File: src/rtl/control_pkg.sv
// Shared types and constants for the single-bus control sequencer.
// Optional illegal-opcode trap is enabled by defining ILLEGAL_OP_TRAP_EN.
package control_pkg;

    localparam int OPC_W_DEF    = 5;
    localparam int ALU_OP_W_DEF = 4;

    typedef logic [OPC_W_DEF-1:0]    op_t;
    typedef logic [ALU_OP_W_DEF-1:0] alu_t;

    typedef enum logic [3:0] {
        S_RESET, S_T0, S_T1, S_T2, S_T3, S_T4, S_T5, S_T6, S_T7, S_HALT
    } state_t;

    localparam op_t OP_LD   = 5'd0;
    localparam op_t OP_LDI  = 5'd1;
    localparam op_t OP_ST   = 5'd2;
    localparam op_t OP_ADD  = 5'd3;
    localparam op_t OP_SUB  = 5'd4;
    localparam op_t OP_AND  = 5'd5;
    localparam op_t OP_OR   = 5'd6;
    localparam op_t OP_ADDI = 5'd7;
    localparam op_t OP_BR   = 5'd8;
    localparam op_t OP_NOP  = 5'd9;
    localparam op_t OP_HALT = 5'd10;

    localparam alu_t ALU_ADD = 4'd0;
    localparam alu_t ALU_SUB = 4'd1;
    localparam alu_t ALU_AND = 4'd2;
    localparam alu_t ALU_OR  = 4'd3;

    typedef struct packed {
        logic pc_out, mdr_out, zlow_out, zhigh_out, c_out;
        logic r_out, ba_out, gra, grb, grc;
        logic pc_in, ir_in, mar_in, mdr_in, y_in, z_in, r_in, con_in;
        logic inc_pc, read, write, run;
        alu_t alu_op;
    } ctrl_t;

    function automatic logic op_defined(input op_t op);
        return op <= OP_HALT;
    endfunction

endpackage

File: src/rtl/control_sequencer_if.sv
// Control bus between the sequencer and the datapath / select-encode logic.
// The illegal flag exists only when ILLEGAL_OP_TRAP_EN is defined.
interface control_sequencer_if
    import control_pkg::*;
#(
    parameter int OPC_W    = OPC_W_DEF,
    parameter int ALU_OP_W = ALU_OP_W_DEF
);
    logic [OPC_W-1:0]    ir_opcode;
    logic                con_ff;
    logic                mem_ready;
    logic                pc_out, mdr_out, zlow_out, zhigh_out, c_out;
    logic                r_out, ba_out, gra, grb, grc;
    logic                pc_in, ir_in, mar_in, mdr_in, y_in, z_in, r_in, con_in;
    logic                inc_pc, read, write, run;
    logic [ALU_OP_W-1:0] alu_op;
`ifdef ILLEGAL_OP_TRAP_EN
    logic                illegal;
`endif

    modport master (
        input  ir_opcode, con_ff, mem_ready,
`ifdef ILLEGAL_OP_TRAP_EN
        output illegal,
`endif
        output pc_out, mdr_out, zlow_out, zhigh_out, c_out,
        output r_out, ba_out, gra, grb, grc,
        output pc_in, ir_in, mar_in, mdr_in, y_in, z_in, r_in, con_in,
        output inc_pc, read, write, run, alu_op
    );

    modport slave (
        output ir_opcode, con_ff, mem_ready,
`ifdef ILLEGAL_OP_TRAP_EN
        input  illegal,
`endif
        input  pc_out, mdr_out, zlow_out, zhigh_out, c_out,
        input  r_out, ba_out, gra, grb, grc,
        input  pc_in, ir_in, mar_in, mdr_in, y_in, z_in, r_in, con_in,
        input  inc_pc, read, write, run, alu_op
    );
endinterface

File: src/rtl/control_sequencer.sv
// Moore FSM sequencing fetch/decode/execute of one instruction on the single-bus datapath.
// ILLEGAL_OP_TRAP_EN: undefined opcodes halt and raise illegal instead of acting as nop.
module control_sequencer
    import control_pkg::*;
#(
    parameter int OPC_W    = OPC_W_DEF,
    parameter int ALU_OP_W = ALU_OP_W_DEF
) (
    input  logic                 clock,
    input  logic                 reset_n,
    control_sequencer_if.master  bus
);
    state_t           r_state, w_next;
    logic             r_t1_wait;
    ctrl_t            w_c;
    logic [OPC_W-1:0] w_opc;
    op_t              w_op;
    logic             w_rr, w_ld, w_st, w_br, w_ldx;

    assign w_opc = bus.ir_opcode;
    assign w_op  = op_t'(w_opc);
    assign w_rr  = (w_op == OP_ADD) || (w_op == OP_SUB) || (w_op == OP_AND) || (w_op == OP_OR);
    assign w_ld  = (w_op == OP_LD);
    assign w_st  = (w_op == OP_ST);
    assign w_br  = (w_op == OP_BR);
    // ldi, ld and st all start by forming base+offset with ba_out
    assign w_ldx = (w_op == OP_LDI) || w_ld || w_st;

    always_ff @(posedge clock or negedge reset_n) begin
        if (!reset_n) begin
            r_state   <= S_RESET;
            r_t1_wait <= 1'b0;
        end else begin
            r_state   <= w_next;
            r_t1_wait <= (r_state == S_T1) && !bus.mem_ready;
        end
    end

`ifdef ILLEGAL_OP_TRAP_EN
    logic r_illegal;
    always_ff @(posedge clock or negedge reset_n) begin
        if (!reset_n)
            r_illegal <= 1'b0;
        else if (r_state == S_T2 && !op_defined(w_op))
            r_illegal <= 1'b1;
    end
    assign bus.illegal = r_illegal;
`endif

    always_comb begin
        w_next = r_state;
        case (r_state)
            S_RESET: w_next = S_T0;
            S_T0:    w_next = S_T1;
            S_T1:    w_next = bus.mem_ready ? S_T2 : S_T1;
            S_T2: begin
                if (w_rr || w_ldx || w_br || w_op == OP_ADDI) w_next = S_T3;
                else if (w_op == OP_HALT)                     w_next = S_HALT;
`ifdef ILLEGAL_OP_TRAP_EN
                else if (!op_defined(w_op))                   w_next = S_HALT;
`endif
                else                                          w_next = S_T0;
            end
            S_T3:    w_next = S_T4;
            S_T4:    w_next = S_T5;
            S_T5:    w_next = (w_ld || w_st || w_br) ? S_T6 : S_T0;
            S_T6: begin
                if (w_ld)      w_next = bus.mem_ready ? S_T7 : S_T6;
                else if (w_st) w_next = S_T7;
                else           w_next = S_T0;
            end
            S_T7:    w_next = (w_st && !bus.mem_ready) ? S_T7 : S_T0;
            S_HALT:  w_next = S_HALT;
            default: w_next = S_RESET;
        endcase
    end

    always_comb begin
        w_c        = '0;
        w_c.run    = 1'b1;
        w_c.alu_op = ALU_ADD;
        case (r_state)
            S_T0: begin
                w_c.pc_out = 1'b1; w_c.mar_in = 1'b1; w_c.inc_pc = 1'b1; w_c.z_in = 1'b1;
            end
            S_T1: begin
                // PC update only on entry; wait cycles keep the read alive
                w_c.zlow_out = 1'b1; w_c.pc_in = !r_t1_wait; w_c.read = 1'b1; w_c.mdr_in = 1'b1;
            end
            S_T2: begin
                w_c.mdr_out = 1'b1; w_c.ir_in = 1'b1;
            end
            S_T3: begin
                if (w_rr || w_op == OP_ADDI) begin
                    w_c.grb = 1'b1; w_c.r_out = 1'b1; w_c.y_in = 1'b1;
                end else if (w_ldx) begin
                    w_c.grb = 1'b1; w_c.ba_out = 1'b1; w_c.y_in = 1'b1;
                end else if (w_br) begin
                    w_c.gra = 1'b1; w_c.r_out = 1'b1; w_c.con_in = 1'b1;
                end
            end
            S_T4: begin
                if (w_rr) begin
                    w_c.grc = 1'b1; w_c.r_out = 1'b1; w_c.z_in = 1'b1;
                    case (w_op)
                        OP_SUB:  w_c.alu_op = ALU_SUB;
                        OP_AND:  w_c.alu_op = ALU_AND;
                        OP_OR:   w_c.alu_op = ALU_OR;
                        default: w_c.alu_op = ALU_ADD;
                    endcase
                end else if (w_ldx || w_op == OP_ADDI) begin
                    w_c.c_out = 1'b1; w_c.z_in = 1'b1;
                end else if (w_br) begin
                    w_c.pc_out = 1'b1; w_c.y_in = 1'b1;
                end
            end
            S_T5: begin
                if (w_ld || w_st) begin
                    w_c.zlow_out = 1'b1; w_c.mar_in = 1'b1;
                end else if (w_br) begin
                    w_c.c_out = 1'b1; w_c.z_in = 1'b1;
                end else if (w_rr || w_op == OP_ADDI || w_op == OP_LDI) begin
                    w_c.zlow_out = 1'b1; w_c.gra = 1'b1; w_c.r_in = 1'b1;
                end
            end
            S_T6: begin
                if (w_ld) begin
                    w_c.read = 1'b1; w_c.mdr_in = 1'b1;
                end else if (w_st) begin
                    w_c.gra = 1'b1; w_c.r_out = 1'b1; w_c.mdr_in = 1'b1;
                end else if (w_br && bus.con_ff) begin
                    w_c.zlow_out = 1'b1; w_c.pc_in = 1'b1;
                end
            end
            S_T7: begin
                if (w_ld) begin
                    w_c.mdr_out = 1'b1; w_c.gra = 1'b1; w_c.r_in = 1'b1;
                end else if (w_st) begin
                    w_c.write = 1'b1;
                end
            end
            S_HALT:  w_c.run = 1'b0;
            default: ;
        endcase
    end

    assign bus.pc_out    = w_c.pc_out;
    assign bus.mdr_out   = w_c.mdr_out;
    assign bus.zlow_out  = w_c.zlow_out;
    assign bus.zhigh_out = w_c.zhigh_out;
    assign bus.c_out     = w_c.c_out;
    assign bus.r_out     = w_c.r_out;
    assign bus.ba_out    = w_c.ba_out;
    assign bus.gra       = w_c.gra;
    assign bus.grb       = w_c.grb;
    assign bus.grc       = w_c.grc;
    assign bus.pc_in     = w_c.pc_in;
    assign bus.ir_in     = w_c.ir_in;
    assign bus.mar_in    = w_c.mar_in;
    assign bus.mdr_in    = w_c.mdr_in;
    assign bus.y_in      = w_c.y_in;
    assign bus.z_in      = w_c.z_in;
    assign bus.r_in      = w_c.r_in;
    assign bus.con_in    = w_c.con_in;
    assign bus.inc_pc    = w_c.inc_pc;
    assign bus.read      = w_c.read;
    assign bus.write     = w_c.write;
    assign bus.run       = w_c.run;
    assign bus.alu_op    = ALU_OP_W'(w_c.alu_op);

endmodule

File: src/flat_wrapper.sv
// flat-port wrapper written by rule: the top's interface ports become plain ports
module control_sequencer_flat import control_pkg::*;
#(
    parameter int OPC_W    = OPC_W_DEF,
    parameter int ALU_OP_W = ALU_OP_W_DEF
)
  (clock, reset_n, bus_ir_opcode, bus_con_ff, bus_mem_ready, bus_pc_out, bus_mdr_out, bus_zlow_out, bus_zhigh_out, bus_c_out, bus_r_out, bus_ba_out, bus_gra, bus_grb, bus_grc, bus_pc_in, bus_ir_in, bus_mar_in, bus_mdr_in, bus_y_in, bus_z_in, bus_r_in, bus_con_in, bus_inc_pc, bus_read, bus_write, bus_run, bus_alu_op);
  control_sequencer_if #(.OPC_W(OPC_W), .ALU_OP_W(ALU_OP_W)) bus_i ();
  input  logic clock;
  input  logic reset_n;
  input wire logic [$bits(bus_i.ir_opcode)-1:0] bus_ir_opcode;
  input wire logic [$bits(bus_i.con_ff)-1:0] bus_con_ff;
  input wire logic [$bits(bus_i.mem_ready)-1:0] bus_mem_ready;
  output wire logic [$bits(bus_i.pc_out)-1:0] bus_pc_out;
  output wire logic [$bits(bus_i.mdr_out)-1:0] bus_mdr_out;
  output wire logic [$bits(bus_i.zlow_out)-1:0] bus_zlow_out;
  output wire logic [$bits(bus_i.zhigh_out)-1:0] bus_zhigh_out;
  output wire logic [$bits(bus_i.c_out)-1:0] bus_c_out;
  output wire logic [$bits(bus_i.r_out)-1:0] bus_r_out;
  output wire logic [$bits(bus_i.ba_out)-1:0] bus_ba_out;
  output wire logic [$bits(bus_i.gra)-1:0] bus_gra;
  output wire logic [$bits(bus_i.grb)-1:0] bus_grb;
  output wire logic [$bits(bus_i.grc)-1:0] bus_grc;
  output wire logic [$bits(bus_i.pc_in)-1:0] bus_pc_in;
  output wire logic [$bits(bus_i.ir_in)-1:0] bus_ir_in;
  output wire logic [$bits(bus_i.mar_in)-1:0] bus_mar_in;
  output wire logic [$bits(bus_i.mdr_in)-1:0] bus_mdr_in;
  output wire logic [$bits(bus_i.y_in)-1:0] bus_y_in;
  output wire logic [$bits(bus_i.z_in)-1:0] bus_z_in;
  output wire logic [$bits(bus_i.r_in)-1:0] bus_r_in;
  output wire logic [$bits(bus_i.con_in)-1:0] bus_con_in;
  output wire logic [$bits(bus_i.inc_pc)-1:0] bus_inc_pc;
  output wire logic [$bits(bus_i.read)-1:0] bus_read;
  output wire logic [$bits(bus_i.write)-1:0] bus_write;
  output wire logic [$bits(bus_i.run)-1:0] bus_run;
  output wire logic [$bits(bus_i.alu_op)-1:0] bus_alu_op;
  assign bus_i.ir_opcode = bus_ir_opcode;
  assign bus_i.con_ff = bus_con_ff;
  assign bus_i.mem_ready = bus_mem_ready;
  assign bus_pc_out = bus_i.pc_out;
  assign bus_mdr_out = bus_i.mdr_out;
  assign bus_zlow_out = bus_i.zlow_out;
  assign bus_zhigh_out = bus_i.zhigh_out;
  assign bus_c_out = bus_i.c_out;
  assign bus_r_out = bus_i.r_out;
  assign bus_ba_out = bus_i.ba_out;
  assign bus_gra = bus_i.gra;
  assign bus_grb = bus_i.grb;
  assign bus_grc = bus_i.grc;
  assign bus_pc_in = bus_i.pc_in;
  assign bus_ir_in = bus_i.ir_in;
  assign bus_mar_in = bus_i.mar_in;
  assign bus_mdr_in = bus_i.mdr_in;
  assign bus_y_in = bus_i.y_in;
  assign bus_z_in = bus_i.z_in;
  assign bus_r_in = bus_i.r_in;
  assign bus_con_in = bus_i.con_in;
  assign bus_inc_pc = bus_i.inc_pc;
  assign bus_read = bus_i.read;
  assign bus_write = bus_i.write;
  assign bus_run = bus_i.run;
  assign bus_alu_op = bus_i.alu_op;
  control_sequencer #(.OPC_W(OPC_W), .ALU_OP_W(ALU_OP_W)) u_core (.clock(clock), .reset_n(reset_n), .bus(bus_i));
endmodule
File: config.mk
export PLATFORM = sky130hd
export DESIGN_NAME = control_sequencer_flat
export DESIGN_NICKNAME = d
export VERILOG_FILES = /design/src/rtl/control_pkg.sv /design/src/rtl/control_sequencer_if.sv /design/src/rtl/control_sequencer.sv /design/src/flat_wrapper.sv
export SDC_FILE = /design/constraint.sdc
export NUM_CORES = 1
export LEC_CHECK = 0
export CELL_PAD_IN_SITES_DETAIL_PLACEMENT = 1
export CELL_PAD_IN_SITES_GLOBAL_PLACEMENT = 1
export CORE_UTILIZATION = 30
export DETAILED_ROUTE_END_ITERATION = 12
export PLACE_DENSITY_LB_ADDON = 0.05
export SKIP_CTS_REPAIR_TIMING = 1
export SYNTH_ARGS = -nofsm -noshare
export SYNTH_HDL_FRONTEND = slang
export SYNTH_SLANG_ARGS = --single-unit
File: constraint.sdc
create_clock -name clock -period 4.1 [get_ports clock]
set_input_delay 1.025 -clock clock [delete_from_list [all_inputs] [get_ports clock]]
set_output_delay 1.025 -clock clock [all_outputs]
set_load 0.05 [all_outputs]
==> run summary <==
## Outcome
* **outcome** complete, no violations

## Layout
* **number of diodes added for antenna fixing** 0
* **post-route cell area** 1280 um2
* **share of post-route cells with drive strength above 1** 0.289
* **layout overhead on the synthesized area** 68.8%
* **number of nets in the layout** 145

## Logic synthesis
* **largest cells by area after synthesis** sky130_fd_sc_hd__dfrtp_1 (17%), sky130_fd_sc_hd__nor2_1 (7.9%), sky130_fd_sc_hd__nand2_1 (5.9%), sky130_fd_sc_hd__nand2b_1 (5.8%), sky130_fd_sc_hd__buf_6 (4.5%)
* **Synth top area share** 0.165
* **fraction of registers with async set/reset** 1.00
* **number of distinct library cells after synthesis** 44
* **Post-Syn Area** 758 um2
* **synthesis warning total** 0
* **dominant cell type by area after synthesis** sky130_fd_sc_hd__dfrtp_1
* **number of standard cells after synthesis** 106
* **synthesized area per cell** 7.15 um2
* **register bit count reported by yosys** 5
* **proportion of synthesized chip area in sequential cells** 0.165
* **EDFF count, synth** 0
* **Post-synth top flop** sky130_fd_sc_hd__dfrtp_1

## Global route
* **vias in the first global route** 924
* **initial antenna violation count** 0
* **Overall Global Routing Usage** 0.221
* **maximum number of pins on one net before global-route repair** 16
* **Global Route met2 Usage** 0.376
* **total grt overflow** 0
* **highest-utilization routing layer at the global route stage** met2
* **wire length of the first global-routing pass** 4.55 mm
* **met1 Use GR** 0.294
* **met3 GRT Util** 0.0261

## Pwr
* **share of total power in sequential cells** 0.144
* **Leak** 0.483 nW
* **Comb power frac** 0.786
* **Tot Pwr** 0.832 mW
* **PwrDens** 650 nW/um2
* **clock group share of total power** 0.070
* **switching pwr** 0.460 mW
* **Power Internal** 0.372 mW
* **switching fraction of total power** 0.553
* **peak supply drop** 0.590 mV

## Clocking
* **clock network latency to the later pin of the worst-skew pair** 0.25 ns
* **clock sink total** 5
* **maximum clock insertion buffer count** 2
* **post-CTS clock slew at the launch and capture registers of the worst setup and hold paths** 0.05 ns
* **TritonCTS clock tree** yes
* **cts bufs inserted** 3
* **H-tree levels** 1
* **root buffer cell** sky130_fd_sc_hd__clkbuf_4

## Floorplan
* **# rows** 17
* **initial core utilization** 0.330
* **placeable core region** 2300 um2
* **floorplan die area** 2730 um2
* **die extent in y** 52.3 um
* **floorplan die width** 52.3 um
* **ports placed on the boundary** 35

## Timing
* **pins over their slew limit** 0
* **Rel. slew slack** 0.651
* **Sum Neg Setup Slack** 0 ns
* **period utilization** 0.949
* **setup repair after global routing missed its margin** false
* **post-route worst hold slack** 0.723 ns
* **setup skew after layout** 0.00124 ns
* **Final setup viols** 0
* **Fin. Hold Viols** 0
* **Min Clock Period, post-route** 3.89 ns
* **Worst-Margin Slew** 0.523 ns
* **maximum frequency from static timing analysis** 0.257 GHz

## Drt
* **final antenna-violating net count** 0
* **vias per inst** 5.52
* **total vias in the final route** 899
* **Remaining DRCs** 0
* **Wirelength per Cell** 16.3 um
* **iteration count of the initial detailed-routing pass** 4
* **violation count after the first detailed-routing iteration** 11
* **wire length after detailed routing** 2.66 mm

## Critical path
* **kind of end point of the critical path** output pin
* **list of cells traversed by the critical path** clkdlybuf4s50_1 -> nor3_2 -> nand3b_1 -> a211oi_1 -> buf_12
* **Crit Path Category** primary input to output pin
* **Req. time, crit path** 3.07 ns
* **cell with the largest stage delay on the worst path** sky130_fd_sc_hd__clkdlybuf4s50_1
* **highest net fanout along the worst path** 9
* **count of buffer and inverter cells on the critical path** 2
* **Setup crit start kind** primary input
* **endpoint arrival time on the critical path** 2.86 ns
* **worst stage delay on the critical path** 0.60 ns
* **delay-heaviest family, CP** buffers and inverters

## Min path
* **type of the most critical hold path** flip-flop to flip-flop

## Placed design
* **area of placed instances** 1250 um2
* **routability congestion estimate from global placement** 0.834
* **Port Buf Inserts** 31
* **DPL Wire Length** 2.06 mm

## Flow run
* **Max Cap Violations** 0

==> cell usage after synthesis, types with 2 or more instances <==
cell type / count
sky130_fd_sc_hd__a21oi_1: 4
sky130_fd_sc_hd__and2b_2: 2
sky130_fd_sc_hd__buf_4: 4
sky130_fd_sc_hd__buf_6: 3
sky130_fd_sc_hd__clkbuf_1: 3
sky130_fd_sc_hd__dfrtp_1: 5
sky130_fd_sc_hd__nand2_1: 12
sky130_fd_sc_hd__nand2b_1: 7
sky130_fd_sc_hd__nand3_1: 4
sky130_fd_sc_hd__nand4_1: 2
sky130_fd_sc_hd__nor2_1: 16
sky130_fd_sc_hd__nor3_1: 4
sky130_fd_sc_hd__nor3_2: 2
sky130_fd_sc_hd__o211ai_1: 4
sky130_fd_sc_hd__o21ai_0: 3
sky130_fd_sc_hd__o22ai_1: 2
sky130_fd_sc_hd__or3_1: 2
==> placed cells by master, fill, tap and decap left out, drive strengths merged, types with 3 or more instances in the layout <==
master and instances:
conb 3, nor3 6, o21ai 5, clkbuf 3, nand3 4, buf 24, a21oi 4, dfrtp 5
nand2b 7, clkdlybuf4s50 11, nand2 12, o211ai 5, nor2 16
==> path summary, 6_finish.rpt <==
check / from / slack (ns) / cells after the start / endpoint
max in group asynchronous: reset_n / 2.89 / 1 / u_core.r_state[3]$_DFF_PN0_
min in group asynchronous: reset_n / 1.01 / 1 / u_core.r_t1_wait$_DFF_PN0_
min: u_core.r_state[3]$_DFF_PN0_ / 0.72 / 1 / u_core.r_state[1]$_DFF_PN0_
max: bus_ir_opcode[0] / 0.21 / 5 / bus_pc_out
min reg2reg: u_core.r_state[3]$_DFF_PN0_ / 0.72 / 1 / u_core.r_state[1]$_DFF_PN0_
max reg2reg: u_core.r_state[0]$_DFF_PN0_ / 2.45 / 3 / u_core.r_state[3]$_DFF_PN0_
==> cells by family after synthesis <==
logic type                synth area share
other                              0.00495
xor gates and xnor gates            0.0231
buffers and inverters                0.129
and+or+nand+nor                      0.446
AOI/OAI and AO/OA                    0.233
DFF                                  0.165
==> sequential cells by signal, indices dropped and copies added (netlist names) <==
| register | flops |
|---|---|
| u_core.r_t1_wait | 1 |
| u_core.r_state | 4 |
==> worst register-to-register path, delay by kind of cell (launching register included) <==
| family | cells | cell delay [ns] |
|---|---|---|
| AOI/OAI and AO/OA | 1 | 0.08 |
| DFF | 1 | 0.66 |
| and+or+nand+nor | 2 | 0.83 |
==> routing by layer <==
| layer | share of wire | wire length, um |
|---|---|---|
| met1 | 0.46 | 1230 |
| met2 | 0.48 | 1280 |
| met3 | 0.041 | 108 |
| met4 | 0.017 | 46 |
| met5 | 0 | 0 |
==> metrics by stage <==
| stage | worst slack (ns) | utilization | instances |
|---|---|---|---|
| 6_report | 0.211 | 0.557 | 163 |
| 2_1_floorplan | 0.308 | - | 108 |
| 5_1_grt | 0.0499 | 0.557 | 163 |
| 4_1_cts | 0.213 | 0.557 | 163 |
| 3_5_place_dp | 0.235 | 0.545 | 159 |
| 3_3_place_gp | 0.235 | 0.545 | 159 |
==> area by class of cell <==
cell class | count | area (um2)
fillers | 277 | 1020
multi-input cells | 90 | 548
repair buffers | 35 | 541
flip-flops and latches | 5 | 125
well taps | 28 | 35.0
clock buffers | 3 | 22.5
clock inverters | 1 | 5.00
inverters | 1 | 3.75
==> power by group through the flow <==
stage	clock, mW	combinational, mW	sequential [mW]
3_5_place_dp	0	0.650	0.119
4_1_cts	0.0604	0.656	0.118
6_report	0.0583	0.654	0.120
2_1_floorplan	0	0.415	0.0779
3_3_place_gp	0	0.641	0.117
5_1_grt	0.0648	0.686	0.126
(Power assumes the default switching activity.)
